$ cat config.mk
export PLATFORM = sky130hd
export DESIGN_NAME = instr_fetch_ctrl
export DESIGN_NICKNAME = d
export VERILOG_FILES = /design/src/rtl/instr_fetch_ctrl.sv
export SDC_FILE = /design/constraint.sdc
export NUM_CORES = 1
export LEC_CHECK = 0
export ABC_AREA = 1
export ABC_CLOCK_PERIOD_IN_PS = 1800
export CORE_MARGIN = 2
export CORE_UTILIZATION = 45
export CTS_CLUSTER_SIZE = 28
export DETAILED_ROUTE_END_ITERATION = 16
export DONT_BUFFER_PORTS = 1
export SYNTH_ARGS = -nofsm -noshare
export SYNTH_HDL_FRONTEND = slang
export SYNTH_SLANG_ARGS = --single-unit
$ cat constraint.sdc
create_clock -name clk -period 1.8 [get_ports clk]
set_input_delay 0.09 -clock clk [delete_from_list [all_inputs] [get_ports clk]]
set_output_delay 0.09 -clock clk [all_outputs]
set_load 0.1 [all_outputs]
$ cat src/rtl/instr_fetch_ctrl.sv
// ============================================================================
//  Module   : instr_fetch_ctrl
//  Function : Byte-serial instruction fetch with a program-loader write port.
//             Four byte reads are assembled big-endian into one 32-bit word.
//  Revision : 1.0
// ============================================================================
`default_nettype none

module instr_fetch_ctrl #(
    parameter logic [31:0] RESET_PC = 32'h0000_0000,
    parameter int          MEM_AW   = 12
) (
    input  logic              clk,
    input  logic              rst_n,
    output logic [MEM_AW-1:0] mem_addr,
    output logic              mem_rd_en,
    output logic              mem_wr_en,
    output logic [7:0]        mem_wdata,
    input  logic [7:0]        mem_rdata,
    input  logic              ld_req,
    input  logic [MEM_AW-1:0] ld_addr,
    input  logic [7:0]        ld_data,
    output logic              ld_gnt,
    input  logic              redirect_valid,
    input  logic [31:0]       redirect_pc,
    output logic [31:0]       instr,
    output logic [31:0]       instr_pc,
    output logic              instr_valid,
    input  logic              instr_ready
);

    typedef enum logic [0:0] {
        ST_ISSUE = 1'b0,
        ST_HOLD  = 1'b1
    } state_t;

    state_t      state, state_nxt;
    logic [31:0] fetch_pc, fetch_pc_nxt;
    logic [1:0]  cnt, cnt_nxt;
    logic        issued_all, issued_all_nxt;
    logic        rd_pend, rd_pend_nxt;
    logic [1:0]  rd_k, rd_k_nxt;
    logic [31:0] instr_nxt;
    logic [31:0] instr_pc_nxt;
    logic        instr_valid_nxt;
    logic        rd_issue;
    logic        accept;

    // cnt wraps after the fourth read; issued_all stops further reads until
    // the last byte lands and the FSM moves to HOLD.
    assign rd_issue = (state == ST_ISSUE) && !ld_req && !issued_all;
    assign accept   = instr_valid && instr_ready;

    // Memory-side outputs are combinational; forced quiet while in reset.
    always_comb begin
        mem_rd_en = 1'b0;
        mem_wr_en = 1'b0;
        ld_gnt    = 1'b0;
        mem_wdata = 8'h00;
        mem_addr  = '0;
        if (rst_n) begin
            if (ld_req) begin
                ld_gnt    = 1'b1;
                mem_wr_en = 1'b1;
                mem_wdata = ld_data;
                mem_addr  = ld_addr;
            end else begin
                mem_rd_en = rd_issue;
                mem_addr  = fetch_pc[MEM_AW-1:0] + MEM_AW'(cnt);
            end
        end
    end

    always_comb begin
        state_nxt       = state;
        fetch_pc_nxt    = fetch_pc;
        cnt_nxt         = cnt;
        issued_all_nxt  = issued_all;
        rd_pend_nxt     = 1'b0;
        rd_k_nxt        = rd_k;
        instr_nxt       = instr;
        instr_pc_nxt    = instr_pc;
        instr_valid_nxt = instr_valid;

        if (rd_issue) begin
            rd_pend_nxt = 1'b1;
            rd_k_nxt    = cnt;
            cnt_nxt     = cnt + 2'd1;
            if (cnt == 2'd3) begin
                issued_all_nxt = 1'b1;
            end
        end

        if (rd_pend) begin
            case (rd_k)
                2'd0:    instr_nxt[31:24] = mem_rdata;
                2'd1:    instr_nxt[23:16] = mem_rdata;
                2'd2:    instr_nxt[15:8]  = mem_rdata;
                default: instr_nxt[7:0]   = mem_rdata;
            endcase
            if (rd_k == 2'd3) begin
                instr_valid_nxt = 1'b1;
                instr_pc_nxt    = fetch_pc;
                state_nxt       = ST_HOLD;
            end
        end

        if (accept) begin
            instr_valid_nxt = 1'b0;
            fetch_pc_nxt    = fetch_pc + 32'd4;
            cnt_nxt         = 2'd0;
            issued_all_nxt  = 1'b0;
            state_nxt       = ST_ISSUE;
        end

        // Redirect overrides everything, including a same-cycle accept and
        // the byte still in flight from this cycle's read.
        if (redirect_valid) begin
            fetch_pc_nxt    = redirect_pc;
            cnt_nxt         = 2'd0;
            issued_all_nxt  = 1'b0;
            rd_pend_nxt     = 1'b0;
            instr_nxt       = 32'h0;
            instr_valid_nxt = 1'b0;
            state_nxt       = ST_ISSUE;
        end
    end

    always_ff @(posedge clk or negedge rst_n) begin
        if (!rst_n) begin
            state       <= ST_ISSUE;
            fetch_pc    <= RESET_PC;
            cnt         <= 2'd0;
            issued_all  <= 1'b0;
            rd_pend     <= 1'b0;
            rd_k        <= 2'd0;
            instr       <= 32'h0;
            instr_pc    <= 32'h0;
            instr_valid <= 1'b0;
        end else begin
            state       <= state_nxt;
            fetch_pc    <= fetch_pc_nxt;
            cnt         <= cnt_nxt;
            issued_all  <= issued_all_nxt;
            rd_pend     <= rd_pend_nxt;
            rd_k        <= rd_k_nxt;
            instr       <= instr_nxt;
            instr_pc    <= instr_pc_nxt;
            instr_valid <= instr_valid_nxt;
        end
    end

endmodule

`default_nettype wire

# Word level (Yosys, flattened, before mapping)
# Cells that the tools add are included.
# totals
register_bits	103
inputBits	65
output_inout_bits	88
word_cells	72
# op_classes
n_addsub	3
n_eq_ne	5
n_mux	29
bitwise_logic	1
n_reduce_logical	23
# op_table
operator	n
$mux 32	4
$mux 8	6
$add 32x3->32 const B	1
$mux 12	2
$mux 1	14
$reduce_and 2->1	7
$add 12x2->12	1
$reduce_bool 3->1	4
$reduce_bool 2->1	5
$eq 2x2->1 const B	3
$mux 2	3
$logic_and 1x1->1	3
$reduce_or 3->1	1
$add 2x1->2 const B	1
$eq 2x1->1 const B	1
$logic_not 1->1	2
$logic_not 2->1	1
$ne 2x1->1 const B	1
$not 1->1	1

# Logic depth before layout (Yosys ltp)
# logic_depth
ltp_word	6
ltp_mapped	10
depth_no_buf	10

# Worst setup path after synthesis
# OpenSTA, ideal clock, no wires.
# synth_timing
kind	reg2out
start	reg cnt[0]
end	out mem_addr[2]
t_arrival_ps	3280
t_required_ps	1710
slack_ps	-1570
stages_incl_launch_ff	7
n_path_buf	0
cell_sequence	dfrtp_1 ha_1 inv_1 fa_1 inv_1 nor2_1 o21ai_0
# synth_between
elab_chain_len	3
# synth_lines
element	line_no	text
from (decl)	39	logic [1:0] cnt, cnt_nxt;
from (signal assigned)	143	cnt <= cnt_nxt;
$add 12x2->12	69	mem_addr = fetch_pc[MEM_AW-1:0] + MEM_AW'(cnt);
$mux 12	62	if (ld_req) begin
$mux 12	61	if (rst_n) begin
to (decl)	15	output logic [MEM_AW-1:0] mem_addr,
# Every way passes these cells.

# Final worst setup path
# layout_timing
start	reg fetch_pc[0]
end	out mem_addr[6]
# layout_between
elab_chain_len	3
# layout_lines
element	line_no	text
from (decl)	38	logic [31:0] fetch_pc, fetch_pc_nxt;
from (signal assigned)	142	fetch_pc <= fetch_pc_nxt;
$add 12x2->12	69	
$mux 12	62	
$mux 12	61	
# Every way passes these cells.

==> results.toml <==
[drt]
drtIter0Drc = 318
viasPerCell = 5.18
wl_mm = 15.6
vias = 5006
drt-wirelength-per-cell_um = 16.1
drtAntennaViolNets = 0
drt_pass1_iterations = 5
drc_errors = 0

[floorplan]
die_w_um = 114
core_area_mm2 = 0.0119
die_h_um = 114
ios = 153
rows = 40
start_util_pct = 45.7
die_area_mm2 = 0.0129

[clock_tree]
cts.sinks = 103
clk_pin_slew_ps = 70
cts_root_buf = "clkbuf_16"
cts_tree = "yes"
htreeDepth = 3
clk_latency_ps = 350
postCtsHoldBufs = 37
cts_buffers = 9
clock_path_buffers = 2

[global_routing]
grt_pass1_wl_mm = 25.0
antenna_found_initial = 0
grt_max_degree = 112
grt_overflow = 0
grt_pass1_vias = 4901
track_usage_pct = 24.6

[timing]
maxSlewHeadroom_pct = 62.4
finalSetupTns_ps = -3440
worstMarginPinSlew_ps = 564
period_share_pct = 125
setup_ws_ps = -457
maxSlewViolCount = 0
max_freq_mhz = 443
period_minus_slack_ps = 2260
hold_viol = 103
rsz0062_at_grt = "true"
setup_viol = 11
finClkSkew_ps = 7.76
fin_hold_ws_ps = -573

[placed_design]
portBuffers = 0
dpl.hpwl_mm = 11.0
place_ws_ps = -25.5
place_congestion = 0.904

[flow_run]
max_cap_viol_count = 0

[yosys]
yosysWarnings = 0
avgSynthCellArea_um2 = 7.98
syn_inst = 679
seq_area_frac_synth_pct = 47.6
synth-main-ff-cell = "dfrtp_1"
synth_edf_count = 0
ys_seq_elements = 103
syn-num-nets = 749
synth_async_sr_flop_share_pct = 100
synth_area_mm2 = 0.00542
ys_types = 38

[pwr]
p_clk_share_pct = 24.3
p_sw_mw = 4.09
leakagePower_nw = 3.63
power_frac_comb_pct = 42.8
switching_share_pct = 46.3
p_int_mw = 4.74
p_seq_share_pct = 32.9
ir_drop_mv = 0.677
p_per_area_mw_per_mm2 = 1200

[cells_and_area]
syn_to_final_growth_pct = 36.4
layout-drive-gt1-share_pct = 26.6
diodes = 0
final_nets = 884

[setup_path]
worstPathMaxFanout = 5
r2r_cells = 10
crit_type = "reg2out"
arrival_ps = 2170
startpoint_type = "flip-flop"
worstPathRequired_ps = 1710
critPathCaptureType = "output port"

[run_status]
violations = "negative hold slack, negative setup slack"
status = "complete, but fails checks"

[min_path]
worstHoldPathType = "in2async"
==> cell usage after synthesis, types with 2 or more instances <==
master | count | share of area (%)
a21oi_1 | 12 | 1.1
buf_1 | 2 | 0.14
buf_2 | 10 | 0.92
clkbuf_1 | 8 | 0.55
dfrtp_1 | 103 | 48
ha_1 | 4 | 0.92
inv_1 | 84 | 5.8
inv_2 | 2 | 0.14
mux2_2 | 16 | 3.3
nand2_1 | 183 | 13
nand2_2 | 7 | 0.81
nand2_4 | 3 | 0.62
nand3_1 | 58 | 5.4
nand4_1 | 3 | 0.35
nor2_1 | 62 | 4.3
nor2_2 | 10 | 1.2
nor2_4 | 6 | 1.2
nor3b_1 | 2 | 0.28
o211ai_1 | 5 | 0.69
o21ai_0 | 67 | 6.2
o21bai_1 | 3 | 0.42
o221ai_1 | 2 | 0.32
o31ai_4 | 2 | 0.79
xor2_1 | 11 | 1.8
==> final timing paths <==
check                        startpoint           end  slack [ps]
min in group clk           mem_rdata[5]      instr[5]          10
max reg2reg                 fetch_pc[3]  fetch_pc[18]         170
min reg2reg                instr_pc[21]  instr_pc[21]         490
max in group asynchronous         rst_n         state        2140
min                               rst_n   instr_pc[0]        -570
max                         fetch_pc[0]   mem_addr[6]        -460
==> cells by family after synthesis <==
logic type / after synthesis / share of synthesized area, %
simple gates: 339 / 27.8
buf+inv: 107 / 7.72
compound gates: 97 / 10.4
fa+ha+maj: 5 / 1.29
flops: 103 / 47.6
xor+xnor: 12 / 1.94
mux: 16 / 3.33
==> sequential cells by signal (all words and copies together) (netlist names) <==
name / count
cnt: 2
fetch_pc: 32
instr: 32
instr_pc: 32
issued_all: 1
rd_k: 2
rd_pend: 1
state: 1
==> power groups by stage <==
stage	clock network (mW)	registers (mW)	logic (mW)
floorplan	0	4.88	0.879
global placement	0	2.93	3.62
detailed placement	0	2.94	3.65
CTS	2.19	2.90	3.77
global route	2.28	2.95	3.95
finish	2.14	2.91	3.78
==> cell usage in the layout, fill, tap and decap left out, types with 6 or more instances in the layout <==
master	synthesis	routed
a21oi_1	12	8
buf_12	0	14
buf_4	1	94
clkbuf_16	0	9
clkinvlp_4	0	6
dfrtp_1	103	100
dlygate4sd3_1	0	36
inv_1	84	77
mux2_2	16	16
nand2_1	183	180
nand2_2	7	10
nand3_1	58	56
nor2_1	62	51
nor2_2	10	18
nor2_4	6	9
o21ai_0	67	59
xor2_1	11	10
==> metrics by stage <==
step | power [mW] | utilization, % | cell area (um^2) | hold slack, ps | std cells
floorplan | 5.76 | - | 5490 | -206 | 679
global placement | 6.55 | 55.1 | 6540 | -202 | 907
detailed placement | 6.59 | 55.1 | 6540 | -203 | 907
CTS | 8.86 | 61.8 | 7330 | -580 | 964
global route | 9.18 | 62.3 | 7390 | -585 | 966
finish | 8.83 | 62.3 | 7390 | -573 | 966
==> what timing repair did <==
item	CTS	global route
buffers inserted	4	2
resized for setup	16	10
endpoints found under the hold margin	150	103
setup endpoints to repair	11	12
pin swaps	8	6
cloned	0	0
==> cell type report <==
type | count | area (um^2)
Fill cell | 1012 | 4470
Timing Repair Buffer | 145 | 1360
Inverter | 86 | 342
Clock inverter | 7 | 103
Clock buffer | 9 | 225
Sequential cell | 103 | 2580
Multi-Input combinational cell | 469 | 2590
Tap cell | 147 | 184
==> per-layer routing <==
metal | up-vias | share of wire, % | track usage, %
li1 | 2436 | - | -
met1 | 2352 | 44 | 33.0
met2 | 190 | 47 | 39.0
met3 | 28 | 7.1 | 6.96
met4 | 0 | 2.0 | 7.64
met5 | - | 0 | 0
==> critical path, stage by stage (launching register included) <==
cell,delay [ps]
dfrtp_1,370
ha_2,210
inv_2,50
fa_2,390
buf_4,170
nor3_4,170
a21oi_2,90
o21ai_2,100
nand2_2,90
buf_12,170
Note: power is estimated with default switching activity, not from simulation.
